### src/rtl/riscv_pipe_pkg.sv
// riscv_pipe_pkg
// Shared types and constants for the ID/EX control stage: legal opcode
// constants, the RUN/BUBBLE hazard state enum, the packed EX control bundle
// and an opcode legality helper.
package riscv_pipe_pkg;

   localparam logic [6:0] OP_LUI    = 7'b0110111;
   localparam logic [6:0] OP_AUIPC  = 7'b0010111;
   localparam logic [6:0] OP_RTYPE  = 7'b0110011;
   localparam logic [6:0] OP_ITYPE  = 7'b0010011;
   localparam logic [6:0] OP_LOAD   = 7'b0000011;
   localparam logic [6:0] OP_STORE  = 7'b0100011;
   localparam logic [6:0] OP_BRANCH = 7'b1100011;
   localparam logic [6:0] OP_JAL    = 7'b1101111;
   localparam logic [6:0] OP_JALR   = 7'b1100111;

   typedef enum logic {
      ST_RUN    = 1'b0,
      ST_BUBBLE = 1'b1
   } pipe_state_t;

   typedef struct packed {
      logic       reg_write;
      logic       mem_read;
      logic       mem_write;
      logic       mem_to_reg;
      logic       branch;
      logic       jump;
      logic       jal_or_jalr;
      logic       alu_src1;
      logic [1:0] alu_src2;
      logic [6:0] alu_op;
      logic [3:0] be;
      logic [2:0] concat_control;
      logic [4:0] rd;
      logic [4:0] rs1;
      logic [4:0] rs2;
   } ex_ctrl_t;

   localparam ex_ctrl_t EX_CTRL_BUBBLE = '0;

   function automatic logic opcode_legal(input logic [6:0] op);
      logic legal;
      case (op)
         OP_LUI, OP_AUIPC, OP_RTYPE, OP_ITYPE, OP_LOAD,
         OP_STORE, OP_BRANCH, OP_JAL, OP_JALR: legal = 1'b1;
         default:                              legal = 1'b0;
      endcase
      return legal;
   endfunction

endpackage

### src/rtl/id_ex_ctrl_stage_hazard_detect.sv
// hazard_detect
// Purely combinational load-use compare between the instruction in ID and
// the load currently held in EX.
// Ports:
//   i_id_valid, i_use_rs1, i_use_rs2, i_rs1, i_rs2 : ID instruction sources
//   i_ex_valid, i_ex_mem_read, i_ex_rd             : EX stage load info
//   o_load_use                                     : ID needs a value EX has not loaded yet
module hazard_detect
   import riscv_pipe_pkg::*;
(
   input  logic       i_id_valid,
   input  logic       i_use_rs1,
   input  logic       i_use_rs2,
   input  logic [4:0] i_rs1,
   input  logic [4:0] i_rs2,
   input  logic       i_ex_valid,
   input  logic       i_ex_mem_read,
   input  logic [4:0] i_ex_rd,
   output logic       o_load_use
);

   logic w_rs1_hit;
   logic w_rs2_hit;

   // x0 is never a real dependency, so a load to rd=0 cannot stall.
   assign w_rs1_hit  = i_use_rs1 & (i_rs1 == i_ex_rd);
   assign w_rs2_hit  = i_use_rs2 & (i_rs2 == i_ex_rd);
   assign o_load_use = i_id_valid & i_ex_valid & i_ex_mem_read & (i_ex_rd != 5'd0)
                     & (w_rs1_hit | w_rs2_hit);

endmodule

### src/rtl/id_ex_ctrl_stage.sv
// id_ex_ctrl_stage
// ID/EX pipeline register for decoder controls with load-use stall, flush
// bubble insertion, illegal-opcode detection and optional hazard counters.
//
// state  | meaning
// RUN    | normal flow; a load-use hazard stalls IF/ID and inserts a bubble
// BUBBLE | bubble just inserted; held ID instruction passes without re-stall
//
// Ports:
//   CLK, RSTn                 : clock, async active-low reset
//   id_*                      : decoded controls / register ids from ID
//   use_rs1_id, use_rs2_id    : ID instruction reads rs1 / rs2
//   flush_ex                  : EX resolved a taken branch/jump
//   ex_*                      : registered EX copies of the controls
//   stall_if_id               : hold PC and IF/ID this cycle
//   illegal_flag              : sticky illegal opcode seen in ID
//   bubble_cnt, flush_cnt     : event counters
// Build option: HAZARD_CNT_EN implements the counters; otherwise both read 0.
module id_ex_ctrl_stage
   import riscv_pipe_pkg::*;
(
   input  logic        CLK,
   input  logic        RSTn,
   input  logic        id_valid,
   input  logic [6:0]  id_opcode,
   input  logic        id_RegWrite,
   input  logic        id_MemRead,
   input  logic        id_MemWrite,
   input  logic        id_MemtoReg,
   input  logic        id_Branch,
   input  logic        id_Jump,
   input  logic        id_JALorJALR,
   input  logic        id_ALUSrc1,
   input  logic [1:0]  id_ALUSrc2,
   input  logic [6:0]  id_ALUOp,
   input  logic [3:0]  id_BE,
   input  logic [2:0]  id_Concat_control,
   input  logic        use_rs1_id,
   input  logic        use_rs2_id,
   input  logic [4:0]  rs1_id,
   input  logic [4:0]  rs2_id,
   input  logic [4:0]  rd_id,
   input  logic        flush_ex,
   output logic        ex_RegWrite,
   output logic        ex_MemRead,
   output logic        ex_MemWrite,
   output logic        ex_MemtoReg,
   output logic        ex_Branch,
   output logic        ex_Jump,
   output logic        ex_JALorJALR,
   output logic        ex_ALUSrc1,
   output logic [1:0]  ex_ALUSrc2,
   output logic [6:0]  ex_ALUOp,
   output logic [3:0]  ex_BE,
   output logic [2:0]  ex_Concat_control,
   output logic [4:0]  ex_rd,
   output logic [4:0]  ex_rs1,
   output logic [4:0]  ex_rs2,
   output logic        ex_valid,
   output logic        stall_if_id,
   output logic        illegal_flag,
   output logic [31:0] bubble_cnt,
   output logic [31:0] flush_cnt
);

   pipe_state_t r_state;
   pipe_state_t w_state_nxt;
   ex_ctrl_t    r_ex;
   ex_ctrl_t    w_ex_nxt;
   logic        r_ex_valid;
   logic        r_illegal;
   logic        w_load_use;
   logic        w_legal;
   logic        w_stall;
   logic        w_bubble;

   hazard_detect u_hazard_detect (
      .i_id_valid    (id_valid),
      .i_use_rs1     (use_rs1_id),
      .i_use_rs2     (use_rs2_id),
      .i_rs1         (rs1_id),
      .i_rs2         (rs2_id),
      .i_ex_valid    (r_ex_valid),
      .i_ex_mem_read (r_ex.mem_read),
      .i_ex_rd       (r_ex.rd),
      .o_load_use    (w_load_use)
   );

   always_comb begin
      w_legal     = opcode_legal(id_opcode);
      w_stall     = w_load_use & ~flush_ex & (r_state == ST_RUN);
      w_bubble    = w_stall | flush_ex | ~id_valid | ~w_legal;
      w_state_nxt = r_state;
      w_ex_nxt    = EX_CTRL_BUBBLE;

      if (!w_bubble) begin
         w_ex_nxt.reg_write      = id_RegWrite;
         w_ex_nxt.mem_read       = id_MemRead;
         w_ex_nxt.mem_write      = id_MemWrite;
         w_ex_nxt.mem_to_reg     = id_MemtoReg;
         w_ex_nxt.branch         = id_Branch;
         w_ex_nxt.jump           = id_Jump;
         w_ex_nxt.jal_or_jalr    = id_JALorJALR;
         w_ex_nxt.alu_src1       = id_ALUSrc1;
         w_ex_nxt.alu_src2       = id_ALUSrc2;
         w_ex_nxt.alu_op         = id_ALUOp;
         w_ex_nxt.be             = id_BE;
         w_ex_nxt.concat_control = id_Concat_control;
         w_ex_nxt.rd             = rd_id;
         w_ex_nxt.rs1            = rs1_id;
         w_ex_nxt.rs2            = rs2_id;
      end

      case (r_state)
         ST_RUN:    if (w_load_use && !flush_ex) w_state_nxt = ST_BUBBLE;
         ST_BUBBLE: w_state_nxt = ST_RUN;
         default:   w_state_nxt = ST_RUN;
      endcase
   end

   always_ff @(posedge CLK or negedge RSTn) begin
      if (!RSTn) begin
         r_state    <= ST_RUN;
         r_ex       <= EX_CTRL_BUBBLE;
         r_ex_valid <= 1'b0;
         r_illegal  <= 1'b0;
      end else begin
         r_state    <= w_state_nxt;
         r_ex       <= w_ex_nxt;
         r_ex_valid <= ~w_bubble;
         if (id_valid && !w_legal && !flush_ex) r_illegal <= 1'b1;
      end
   end

`ifdef HAZARD_CNT_EN
   logic [31:0] r_bubble_cnt;
   logic [31:0] r_flush_cnt;

   // Both counters stick at all-ones rather than wrapping.
   always_ff @(posedge CLK or negedge RSTn) begin
      if (!RSTn) begin
         r_bubble_cnt <= '0;
         r_flush_cnt  <= '0;
      end else begin
         if (w_stall && (r_bubble_cnt != 32'hFFFF_FFFF)) r_bubble_cnt <= r_bubble_cnt + 32'd1;
         if (flush_ex && (r_flush_cnt != 32'hFFFF_FFFF)) r_flush_cnt <= r_flush_cnt + 32'd1;
      end
   end

   assign bubble_cnt = r_bubble_cnt;
   assign flush_cnt  = r_flush_cnt;
`else
   assign bubble_cnt = 32'd0;
   assign flush_cnt  = 32'd0;
`endif

   assign ex_RegWrite       = r_ex.reg_write;
   assign ex_MemRead        = r_ex.mem_read;
   assign ex_MemWrite       = r_ex.mem_write;
   assign ex_MemtoReg       = r_ex.mem_to_reg;
   assign ex_Branch         = r_ex.branch;
   assign ex_Jump           = r_ex.jump;
   assign ex_JALorJALR      = r_ex.jal_or_jalr;
   assign ex_ALUSrc1        = r_ex.alu_src1;
   assign ex_ALUSrc2        = r_ex.alu_src2;
   assign ex_ALUOp          = r_ex.alu_op;
   assign ex_BE             = r_ex.be;
   assign ex_Concat_control = r_ex.concat_control;
   assign ex_rd             = r_ex.rd;
   assign ex_rs1            = r_ex.rs1;
   assign ex_rs2            = r_ex.rs2;
   assign ex_valid          = r_ex_valid;
   assign stall_if_id       = w_stall;
   assign illegal_flag      = r_illegal;

endmodule

### config.mk
export PLATFORM = sky130hd
export DESIGN_NAME = id_ex_ctrl_stage
export DESIGN_NICKNAME = d
export VERILOG_FILES = /design/src/rtl/riscv_pipe_pkg.sv /design/src/rtl/id_ex_ctrl_stage_hazard_detect.sv /design/src/rtl/id_ex_ctrl_stage.sv
export SDC_FILE = /design/constraint.sdc
export NUM_CORES = 1
export LEC_CHECK = 0
export BUFFER_PORTS_ARGS = -buffer_cell sky130_fd_sc_hd__clkbuf_2
export CAP_MARGIN = 25
export CORE_MARGIN = 10
export CORE_UTILIZATION = 46
export CTS_CLUSTER_DIAMETER = 40
export DETAILED_ROUTE_END_ITERATION = 7
export PLACE_DENSITY = 0.94
export SKIP_LAST_GASP = 1
export SYNTH_ARGS = -nofsm -noshare
export SYNTH_HDL_FRONTEND = slang
export SYNTH_SLANG_ARGS = --single-unit
### constraint.sdc
create_clock -name CLK -period 3.11 [get_ports CLK]
set_clock_uncertainty 0.1 [all_clocks]
set_input_delay 0 -clock CLK [delete_from_list [all_inputs] [get_ports CLK]]
set_output_delay 0 -clock CLK [all_outputs]
set_load 0.02 [all_outputs]
# After elaboration in Yosys (flattened, before gate mapping)

Cells that the tools add are included.

Register bits after elaboration: 42
Bits of input ports: 52
Output and inout bits: 106
Logic and storage cells: 57

Equal/unequal tests: 11
Muxes and demuxes: 4
Bitwise operators: 17
Reduce and logical (&&, ||, !) cells: 7

Operator list:

| operator           | number |
|---|---|
| $mux 39            | 1 |
| $eq 7x6->1 const B | 3 |
| $eq 7x7->1 const B | 3 |
| $eq 7x5->1 const B | 2 |
| $eq 5x5->1         | 2 |
| $reduce_or 9->1    | 1 |
| $and 1x1->1        | 8 |
| $eq 7x2->1 const B | 1 |
| $not 1->1          | 5 |
| $reduce_bool 5->1  | 1 |
| $or 1x1->1         | 4 |
| $logic_and 1x1->1  | 3 |
| $logic_not 1->1    | 2 |
| $mux 1             | 2 |
| $pmux 1 s2         | 1 |

# Logic depth before layout (Yosys ltp)

Gate-level depths: netlist of run 1.

Depth in word-level cells: 10
Gate-level depth with buffers: 5
Gate-level depth less buffers: 4

# Hierarchy

Synthesis of run 1 repeated with hierarchy kept, for this count alone.

Cells, all modules: 185
Area, all modules: 2358.5 um^2

By module, submodules not included:

| module           | instances | cells each | area an instance (um^2) | seq. area each (um^2) |
|---|---|---|---|---|
| id_ex_ctrl_stage | 1         | 168        | 2227.1                  | 1051.0 |
| hazard_detect    | 1         | 17         | 131.4                   | 0.0 |

# Worst setup path after synthesis of run 1

Ideal clock, no wire load.

Path kind: register to register
Start point: reg r_ex (netlist bit ex_rd[2])
End point: reg r_state
Setup time: 0.155 ns
Arrival time: 1.550 ns
Required time: 2.855 ns
Path slack: 1.305 ns
Stages on the path, launching flop included: 6
Path through: dfrtp_1 > or4_1 > nor2_2 > nor3_2 > buf_6 > and2_1

Word-level cells in the longest chain between the ends: 7

RTL lines:

| what                           | RTL line                                                                   | source |
|---|---|---|
| start, declared                | id_ex_ctrl_stage.sv:68                                                     | `ex_ctrl_t r_ex;` |
| start signal, assigned         | id_ex_ctrl_stage.sv:129                                                    | `r_ex <= w_ex_nxt;` |
| $eq 5x5->1 (on tied branches)  | id_ex_ctrl_stage_hazard_detect.sv:26, id_ex_ctrl_stage_hazard_detect.sv:27 |  |
| $and 1x1->1 (on tied branches) | id_ex_ctrl_stage_hazard_detect.sv:26, id_ex_ctrl_stage_hazard_detect.sv:27 |  |
| $or 1x1->1                     | id_ex_ctrl_stage_hazard_detect.sv:29                                       | `& (w_rs1_hit \| w_rs2_hit);` |
| $and 1x1->1 (*)                | id_ex_ctrl_stage_hazard_detect.sv:29                                       |  |
| $logic_and 1x1->1 (*)          | id_ex_ctrl_stage.sv:115                                                    | `ST_RUN: if (w_load_use && !flush_ex) w_state_nxt = ST_BUBBLE;` |
| $mux 1 (*)                     | id_ex_ctrl_stage.sv:115                                                    |  |
| $pmux 1 s2 (*)                 | id_ex_ctrl_stage.sv:114                                                    | `case (r_state)` |
| end signal, assigned           | id_ex_ctrl_stage.sv:128                                                    | `r_state <= w_state_nxt;` |
| end, declared                  | id_ex_ctrl_stage.sv:66                                                     | `pipe_state_t r_state;` |

Every way passes the cells marked *; elsewhere a longest branch is shown, timed or not.
A chain may end at the register's enable or synchronous reset.

# Final worst setup path of run 1

Start point: reg r_ex (netlist bit ex_rd[3])
End point: out stall_if_id

Word-level cells in the longest chain between the ends: 6

RTL lines:

| what                           | RTL line                                                                   | source |
|---|---|---|
| $eq 5x5->1 (on tied branches)  | id_ex_ctrl_stage_hazard_detect.sv:26, id_ex_ctrl_stage_hazard_detect.sv:27 |  |
| $and 1x1->1 (on tied branches) | id_ex_ctrl_stage_hazard_detect.sv:26, id_ex_ctrl_stage_hazard_detect.sv:27 |  |
| $or 1x1->1                     | id_ex_ctrl_stage_hazard_detect.sv:29                                       |  |
| $and 1x1->1 (*)                | id_ex_ctrl_stage_hazard_detect.sv:29                                       |  |
| $and 1x1->1 (*) (2 in series)  | id_ex_ctrl_stage.sv:91                                                     | `w_stall = w_load_use & ~flush_ex & (r_state == ST_RUN);` |
| end, declared                  | id_ex_ctrl_stage.sv:60                                                     | `output logic stall_if_id,` |

Marks and branches as above.

==> results of run 1 <==
logic make-up (layout without fill, tap and decap cells):
family,after synthesis,in the layout,synth area share
DFF,42,42,0.437
xor gates and xnor gates,10,10,0.0364
AOI/OAI and AO/OA,44,44,0.182
buffers and inverters,107,176,0.280
other,1,64,0.00156
and+or+nand+nor,26,26,0.0635
metrics by stage:
stage / total power [mW] / utilization
2_1_floorplan: 0.735 / -
3_3_place_gp: 0.729 / 0.532
3_5_place_dp: 0.732 / 0.532
4_1_cts: 1.30 / 0.639
5_1_grt: 1.35 / 0.644
6_report: 1.31 / 0.644
cell type report:
class | instances | area share
clock buffer | 6 | 0.0252
clock inverter | 2 | 0.0184
inverter | 29 | 0.0333
multi-input combinational | 144 | 0.288
sequential | 42 | 0.321
tap | 70 | 0.0268
timing repair buffer | 139 | 0.287
routing by layer:
metal	share of wire	up-vias	wire (um)	global-route usage
met5	0	-	0	0
met4	0.023	0	175	0.0591
met3	0.088	24	678	0.0533
met2	0.48	163	3700	0.268
met1	0.41	957	3160	0.200
li1	-	888	-	-
critical path: cells and delay by family (launching register included):
kind	cells	cell delay [ns]
flops	1	0.47
xor+xnor	1	0.24
simple gates	2	0.42
compound gates	1	0.57
buf+inv	1	0.18
registers in the layout, summed over array words and instances (netlist names), 2 cells and up:
register and cells:
ex_rs2 5, ex_ALUOp 7, ex_ALUSrc2 2, ex_rd 5, ex_Concat_control 3, ex_BE 4
ex_rs1 5
worst max path at each step:
stage	from	endpoint	cells past startpoint
CTS	ex_rd[3]$_DFF_PN0_	stall_if_id	5
floorplan	ex_rd[2]$_DFF_PN0_	r_state$_DFF_PN0_	5
finish	ex_rd[3]$_DFF_PN0_	stall_if_id	5
global placement	id_opcode[2]	ex_RegWrite$_DFF_PN0_	5
detailed placement	id_opcode[2]	ex_ALUSrc2[1]$_DFF_PN0_	5
global route	ex_rd[3]$_DFF_PN0_	stall_if_id	5
cells in the mapped netlist:
cell and instances:
or4_1 1, a211oi_1 1, dfrtp_1 42, conb_1 1, clkbuf_1 6, inv_1 29
nand4_1 12, a211oi_2 28, xnor2_1 10, buf_4 65, nor2b_1 2, nor2_2 1
buf_2 4, o22ai_1 1, nand2b_1 1, nand3_1 2, nor3_2 1, o21ai_1 1
buf_6 3, a21o_1 1, a21oi_1 12, and2_1 1, nand2_1 5
power breakdown:
group / leakage [nW] / internal, mW / switching, mW / total [mW]
sequential: 0.580 / 0.550 / 0.00223 / 0.552
clock: 0.0714 / 0.343 / 0.194 / 0.537
combinational: 1.09 / 0.0783 / 0.148 / 0.226
total: 1.75 / 0.971 / 0.344 / 1.31
repair_timing:
item,4_1_cts,5_1_grt
resized for setup,0,0
endpoints found under the hold margin,81,5
hold buffers,40,1
buffers inserted,0,0
==> impl_metrics.csv, run 1 <==
group,metric,value,unit
run_status,outcome,"complete, no violations",
clock_network,clkSlewWorstSetupHoldPaths,0.08,ns
synthesis,yosys_warnings,0,
setup_path,crit_arrival,2.18,ns
cells_and_area,multi_input_area,942,um^2
clock_network,cts_max_level,2,
setup_path,rr_endpoint,"ex_ALUOp[4]$_DFF_PN0_",
setup_path,crit_required,3.01,ns
setup_path,reg2reg_depth,5,
floorplanning,dieArea,8520,um^2
job,cap_violations,0,
synthesis,synthTopCellsByArea,"dfrtp_1 44%, buf_4 20%, a211oi_2 15%",
setup_path,critPathSlowestCell,"o22ai_4",
route,wl,7710,um
sta,tns,0,ns
global_route,grt_pass1_wl,11500,um
setup_path,critPathMaxFanout,17,
pwr,worst_ir_drop_vdd,0.000201,V
cells_and_area,layout.cells.non_filler,432,
clock_network,cts_made_buffers,5,
floorplanning,initial_utilization,0.474,
place,dp_cells,382,
synthesis,syn_area_per_cell,10.5,um^2
sta,slew_headroom,0.374,
floorplanning,coreArea,5070,um^2
setup_path,rrSetupSlack,0.87,ns
place,gp_congestion,0.849,
setup_path,cp-start-kind,"flop",
synthesis,yosysTopAreaCellShare,0.437,
place,io_buffers,93,
route,routed_via_density,4.70,
synthesis,synthCells,230,
cells_and_area,layout.nets,413,
clock_network,cts_tree,"built",
worst_hold_path,min_to,"ex_rs2[0]$_DFF_PN0_",
sta,max_freq,438,MHz
sta,finalCriticalPeriod,2.28,ns
setup_path,endpoint_kind,"output pin",
floorplanning,die_w,92.3,um
sta,worstMarginPinSlew,0.937,ns
floorplanning,ios,158,
worst_hold_path,worstHoldStart,"flush_ex",
cells_and_area,regArea,1050,um^2
sta,grt_setup_unrepaired,"no",
cells_and_area,drive_gt1_frac,0.381,
worst_hold_path,hp-class,"input pin to flop",
setup_path,path_cells,"xnor2_1, nand4_1, o22ai_4, and2_1, clkbuf_2",
clock_network,cts_buffer_depth,2,
synthesis,yosysTopAreaCell,"dfrtp_1",
route,ant_nets,0,
floorplanning,dieHeight,92.3,um
sta,hold_viol,0,
route,first_pass_iters,4,
synthesis,synth_seq_cells,42,
sta,setup_viol,0,
cells_and_area,layout_common_cells,"93 x clkbuf_2, 64 x conb_1, 42 x dfrtp_1",
worst_hold_path,min_path_cells,5,
sta,holdWs,0.0736,ns
pwr,p_per_area,402,nW/um^2
place,dpl.hpwl,4770,um
route,wire_per_inst,17.8,um
cells_and_area,final_area,3270,um^2
sta,setup_ws,0.829,ns
clock_network,root_buffer,"clkbuf_8",
sta,period_share,0.733,
sta,drv_slew,0,
cells_and_area,diodes,0,
synthesis,ys_seq_area_frac,0.437,
setup_path,cpPeakStageDelay,0.57,ns
route,drc,0,
global_route,grt_max_degree,43,
route,drtIter0Drc,112,
cells_and_area,fillers,367,
clock_network,clk_latency,0.30,ns
global_route,grt_util_all_layers,0.165,
cells_and_area,synthToLayoutAreaGrowth,36.0,%
synthesis,synth.distinct_cells,23,
place,dp_slack,0.769,ns
global_route,grt_pass1_vias,2247,
pwr,cellLeakagePower,1.75,nW
cells_and_area,layout_commonest_cell,"clkbuf_2",
clock_network,clock-sinks,42,
global_route,grt-ovfl-total,0,
setup_path,path_class,"flop to output pin",
route,vias,2032,
setup_path,reg2reg_from,"ex_rd[2]$_DFF_PN0_",
synthesis,synth_area,2400,um^2
global_route,antenna_found_initial,0,
floorplanning,num_rows,26,
place,placed_area,2700,um^2
(Power assumes the default switching activity.)
==> run 2, diff against run 1 <==
CORE_UTILIZATION = 42   (was 46)
PLACE_DENSITY = 0.87   (was 0.94)
clock period = 2.1 ns   (was 3.11 ns; I/O delays follow)
==> impl_metrics.csv, run 2 (synthesis results as in run 1) <==
group,metric,value,unit
cells_and_area,layout_commonest_cell,"clkbuf_2",
sta,hold_viol,5,
sta,finalCriticalPeriod,1.98,ns
global_route,grt_pass1_wl,10000,um
setup_path,crit_required,2.00,ns
clock_network,cts_max_level,2,
sta,setup_viol,0,
run_status,outcome,"complete, but fails checks",
global_route,grt_max_degree,43,
route,wl,6870,um
sta,grt_setup_unrepaired,"no",
route,vias,1992,
place,gp_congestion,0.872,
sta,holdWs,-0.00822,ns
setup_path,rrSetupSlack,0.17,ns
setup_path,endpoint_kind,"output pin",
cells_and_area,layout_common_cells,"93 x clkbuf_2, 64 x conb_1, 42 x dfrtp_1",
clock_network,cts_tree,"built",
setup_path,path_class,"flop to output pin",
cells_and_area,diodes,0,
cells_and_area,layout.nets,421,
cells_and_area,synthToLayoutAreaGrowth,37.0,%
global_route,grt-ovfl-total,0,
floorplanning,num_rows,27,
setup_path,critPathMaxFanout,19,
clock_network,clock-sinks,42,
cells_and_area,drive_gt1_frac,0.395,
cells_and_area,largest_reg_flops,7,
sta,max_freq,505,MHz
global_route,grt_pass1_vias,2089,
setup_path,crit_arrival,1.88,ns
floorplanning,dieHeight,95.7,um
clock_network,cts_made_buffers,5,
setup_path,cpPeakStageDelay,0.42,ns
floorplanning,coreArea,5540,um^2
run_status,violations,"hold timing",
setup_path,critPathSlowestCell,"dfrtp_1",
floorplanning,ios,158,
setup_path,reg2reg_from,"ex_rd[2]$_DFF_PN0_",
sta,drv_slew,0,
floorplanning,initial_utilization,0.434,
route,drtIter0Drc,60,
global_route,antenna_found_initial,0,
job,cap_violations,0,
route,first_pass_iters,4,
setup_path,rr_endpoint,"ex_ALUOp[2]$_DFF_PN0_",
cells_and_area,multi_input_area,942,um^2
setup_path,path_cells,"xnor2_1, nand4_1, o22ai_4, buf_6, and2_1, clkbuf_2",
pwr,cellLeakagePower,1.77,nW
pwr,p_per_area,508,nW/um^2
sta,tns,0,ns
clock_network,clkSlewWorstSetupHoldPaths,0.08,ns
pwr,worst_ir_drop_vdd,0.000367,V
setup_path,cp-start-kind,"flop",
setup_path,crit_start,"ex_rd[1]$_DFF_PN0_",
global_route,grt_util_all_layers,0.137,
clock_network,clk_latency,0.28,ns
cells_and_area,regArea,1050,um^2
setup_path,endpoint,"stall_if_id",
setup_path,reg2reg_depth,6,
pwr,p_total,1.68,mW
route,drc,0,
route,routed_via_density,4.51,
worst_hold_path,hp-class,"input pin to asynchronous set/reset pin",
place,dpl.hpwl,4930,um
clock_network,cts_buffer_depth,2,
cells_and_area,fillers,453,
floorplanning,die_w,95.7,um
place,io_buffers,93,
route,ant_nets,0,
floorplanning,dieArea,9150,um^2
sta,period_share,0.943,
route,wire_per_inst,15.5,um
clock_network,root_buffer,"clkbuf_8",
## run 2: cell types whose count changed in the layout (fill, tap and decap cells not counted)
cell | before | now
buf_12 | 2 | 3
buf_6 | 0 | 1
buf_4 | 3 | 10
dlygate4sd3_1 | 41 | 40
bufinv_16 | 2 | 0
clkinv_2 | 0 | 1
clkbuf_1 | 0 | 1
## run 2: worst min-delay path by stage
stage | start | endpoint | slack (ns) | cells after the start
after floorplan | RSTn | ex_ALUOp[0]$_DFF_PN0_ | -0.40 | 0
after global placement | RSTn | ex_rs1[1]$_DFF_PN0_ | 0.1 | 1
after detailed placement | id_ALUOp[5] | ex_ALUOp[5]$_DFF_PN0_ | 0.11 | 3
after CTS | flush_ex | ex_rs2[4]$_DFF_PN0_ | 0.07 | 5
after global routing | RSTn | ex_rs1[0]$_DFF_PN0_ | 0.0007 | 2
final | RSTn | ex_rs1[1]$_DFF_PN0_ | -0.008 | 2
## run 2: worst max-delay path: cells and delay by family, from the launching register on
kind	cells	cell delay (ns)
AO/OA/AOI/OAI	1	0.22
buffers and inverters	2	0.40
XOR/XNOR	1	0.21
flip-flops	1	0.42
AND/OR/NAND/NOR	2	0.34
## run 2: power by group
group	internal (mW)	switching [mW]	leakage [nW]
Sequential	0.814	0.00289	0.580
Clock	0.265	0.263	0.0482
Combinational	0.117	0.213	1.14
## run 2: through the flow
step | setup WS [ns] | area (um^2) | util | instances | hold slack, ns
after floorplan | 0.295 | 2640 | - | 293 | -0.396
after global placement | 0.283 | 2740 | 0.494 | 387 | 0.0985
after detailed placement | 0.231 | 2740 | 0.494 | 387 | 0.106
after CTS | 0.0160 | 3230 | 0.582 | 435 | 0.0676
after global routing | 0.0313 | 3300 | 0.595 | 442 | 0.000734
final | 0.120 | 3300 | 0.595 | 442 | -0.00822
## run 2: area by class of cell
cell class              count  share of cell area
repair buffers            147               0.307
inverters                  29              0.0330
well taps                  72              0.0273
clock buffers               7              0.0262
flip-flops and latches     42               0.319
multi-input cells         144               0.286
clock inverters             1             0.00152
## run 2: per-layer routing
layer / up-vias / routed length [um] / share of wire / GRT usage
met5: - / 0 / 0 / 0
met4: 0 / 139 / 0.020 / 0.0565
met3: 13 / 623 / 0.091 / 0.0448
met2: 134 / 3300 / 0.48 / 0.226
met1: 935 / 2810 / 0.41 / 0.162
li1: 910 / - / - / -
## run 2: repair_timing
item,CTS,global route
endpoints found under the setup margin,0,1
buffers inserted,0,6
gates resized for setup,0,1
hold buffers,40,0
hold endpoints to repair,81,0
==> run 3, diff against run 2 <==
PLACE_DENSITY = 0.8   (was 0.87)
TNS_END_PERCENT = 5   (was default)
==> impl_metrics.csv, run 3 (synthesis results as in run 1) <==
group,metric,value,unit
run_status,outcome,"complete, no violations",
setup_path,path_cells,"or4_1, nor2_4, nor3_4, and2_1, clkbuf_2",
setup_path,path_class,"flop to output pin",
clock_network,clock-sinks,42,
floorplanning,ios,158,
floorplanning,num_rows,27,
cells_and_area,layout_common_cells,"93 x clkbuf_2, 64 x conb_1, 42 x dfrtp_1",
clock_network,clk_latency,0.29,ns
sta,hold_viol,0,
setup_path,critPathSlowestCell,"or4_1",
floorplanning,initial_utilization,0.434,
sta,period_share,0.941,
setup_path,cpPeakStageDelay,0.57,ns
setup_path,crit_start,"ex_rd[2]$_DFF_PN0_",
clock_network,cts_tree,"built",
worst_hold_path,worstHoldStart,"flush_ex",
sta,grt_setup_unrepaired,"no",
cells_and_area,layout.cells.non_filler,447,
cells_and_area,layout.nets,426,
place,gp_congestion,0.783,
setup_path,crit_required,2.00,ns
global_route,grt-ovfl-total,0,
sta,drv_slew,0,
setup_path,reg2reg_from,"ex_rd[2]$_DFF_PN0_",
cells_and_area,regArea,1050,um^2
setup_path,critPathMaxFanout,10,
global_route,grt_util_all_layers,0.144,
route,vias,1970,
job,cap_violations,0,
route,first_pass_iters,4,
pwr,worst_ir_drop_vdd,0.000277,V
setup_path,crit_arrival,1.88,ns
cells_and_area,diodes,0,
clock_network,cts_buffer_depth,2,
place,io_buffers,93,
cells_and_area,fin_util,0.603,
global_route,grt_max_degree,43,
clock_network,cts_max_level,2,
worst_hold_path,hp-class,"input pin to flop",
floorplanning,die_w,95.7,um
floorplanning,dieHeight,95.7,um
sta,setup_ws,0.125,ns
pwr,p_per_area,500,nW/um^2
clock_network,root_buffer,"clkbuf_8",
sta,max_freq,506,MHz
sta,slew_headroom,0.380,
cells_and_area,final_area,3340,um^2
setup_path,crit_buf_inv,1,
clock_network,cts_made_buffers,5,
sta,worstMarginPinSlew,0.924,ns
route,routed_via_density,4.41,
setup_path,cp-start-kind,"flop",
cells_and_area,fillers,451,
route,drc,0,
setup_path,endpoint_kind,"output pin",
place,placed_area,2780,um^2
sta,finalCriticalPeriod,1.98,ns
route,drtIter0Drc,81,
place,dp_cells,393,
place,dp_slack,0.0961,ns
global_route,grt_pass1_wl,10600,um
cells_and_area,drive_gt1_frac,0.403,
route,ant_nets,0,
route,wire_per_inst,15.7,um
sta,setup_viol,0,
floorplanning,coreArea,5540,um^2
clock_network,clkSlewWorstSetupHoldPaths,0.08,ns
cells_and_area,multi_input_area,957,um^2
global_route,antenna_found_initial,0,
sta,tns,0,ns
route,wl,7030,um
cells_and_area,layout_commonest_cell,"clkbuf_2",
pwr,cellLeakagePower,1.79,nW
place,dpl.hpwl,4890,um
floorplanning,dieArea,9150,um^2
cells_and_area,largest_reg_flops,7,
cells_and_area,synthToLayoutAreaGrowth,38.8,%
setup_path,cpLargestDelayFamily,"simple AND/OR/NAND/NOR gates",
global_route,grt_pass1_vias,2129,
## run 3: cell types whose count changed in the layout (fill, tap and decap cells not counted)
cell and delta:
buf_4 +4, buf_6 -1, clkbuf_1 -1, clkbuf_8 -1
clkinv_4 +1, clkinvlp_4 +1, dlygate4sd3_1 +1, nor2_2 -1
nor2_4 +1, nor3_2 +1
## run 3: path summary, 6_finish.rpt
check                      depth (start not counted)  slack, ns                       end
max                                                5       0.12               stall_if_id
max reg2reg                                        7       0.25        ex_BE[0]$_DFF_PN0_
min reg2reg                                        1       0.36  illegal_flag$_DFFE_PN0P_
min in group asynchronous                          3       0.51       ex_rs1[0]$_DFF_PN0_
min                                                5       0.06       ex_rs1[3]$_DFF_PN0_
max in group asynchronous                          4       0.96        ex_BE[1]$_DFF_PN0_
## run 3: worst reg2reg max path: cells and delay by family, from the launching register on
kind | cells | cell delay, ns
compound gates | 2 | 0.39
xor+xnor | 1 | 0.15
buf+inv | 3 | 0.49
flops | 1 | 0.40
simple gates | 1 | 0.17
## run 3: metal layers
metal / up-vias / GRT usage / part of all wire
met4: 0 / 0.0332 / 0.0081
met2: 122 / 0.255 / 0.52
met3: 6 / 0.0471 / 0.097
li1: 917 / - / -
met5: - / 0 / 0
met1: 925 / 0.165 / 0.38
## run 3: power by group
| part | switching (mW) | internal [mW] | total, mW |
|---|---|---|---|
| logic | 0.216 | 0.122 | 0.338 |
| clock network | 0.281 | 0.233 | 0.514 |
| registers | 0.00222 | 0.814 | 0.816 |
## run 3: what timing repair did
action | in CTS | in global routing
cloned | 1 | 0
pin swaps | 2 | 1
buffers inserted | 0 | 3
gates resized for setup | 0 | 1
endpoints found under the setup margin | 1 | 1
hold buffers | 40 | 1
endpoints found under the hold margin | 81 | 5
## run 3: metrics by stage
step | hold WS (ns) | total power, mW
finish | 0.0632 | 1.67
global route | 0.0725 | 1.75
CTS | 0.0576 | 1.67
detailed placement | 0.109 | 1.09
global placement | 0.101 | 1.09
floorplan | -0.396 | 1.09
## run 3: final cells by class
| class | instances | share of cell area |
|---|---|---|
| repair buffers | 151 | 0.312 |
| multi-input cells | 145 | 0.287 |
| flip-flops and latches | 42 | 0.315 |
| well taps | 72 | 0.0270 |
| inverters | 29 | 0.0326 |
| clock buffers | 5 | 0.0206 |
| clock inverters | 3 | 0.00637 |
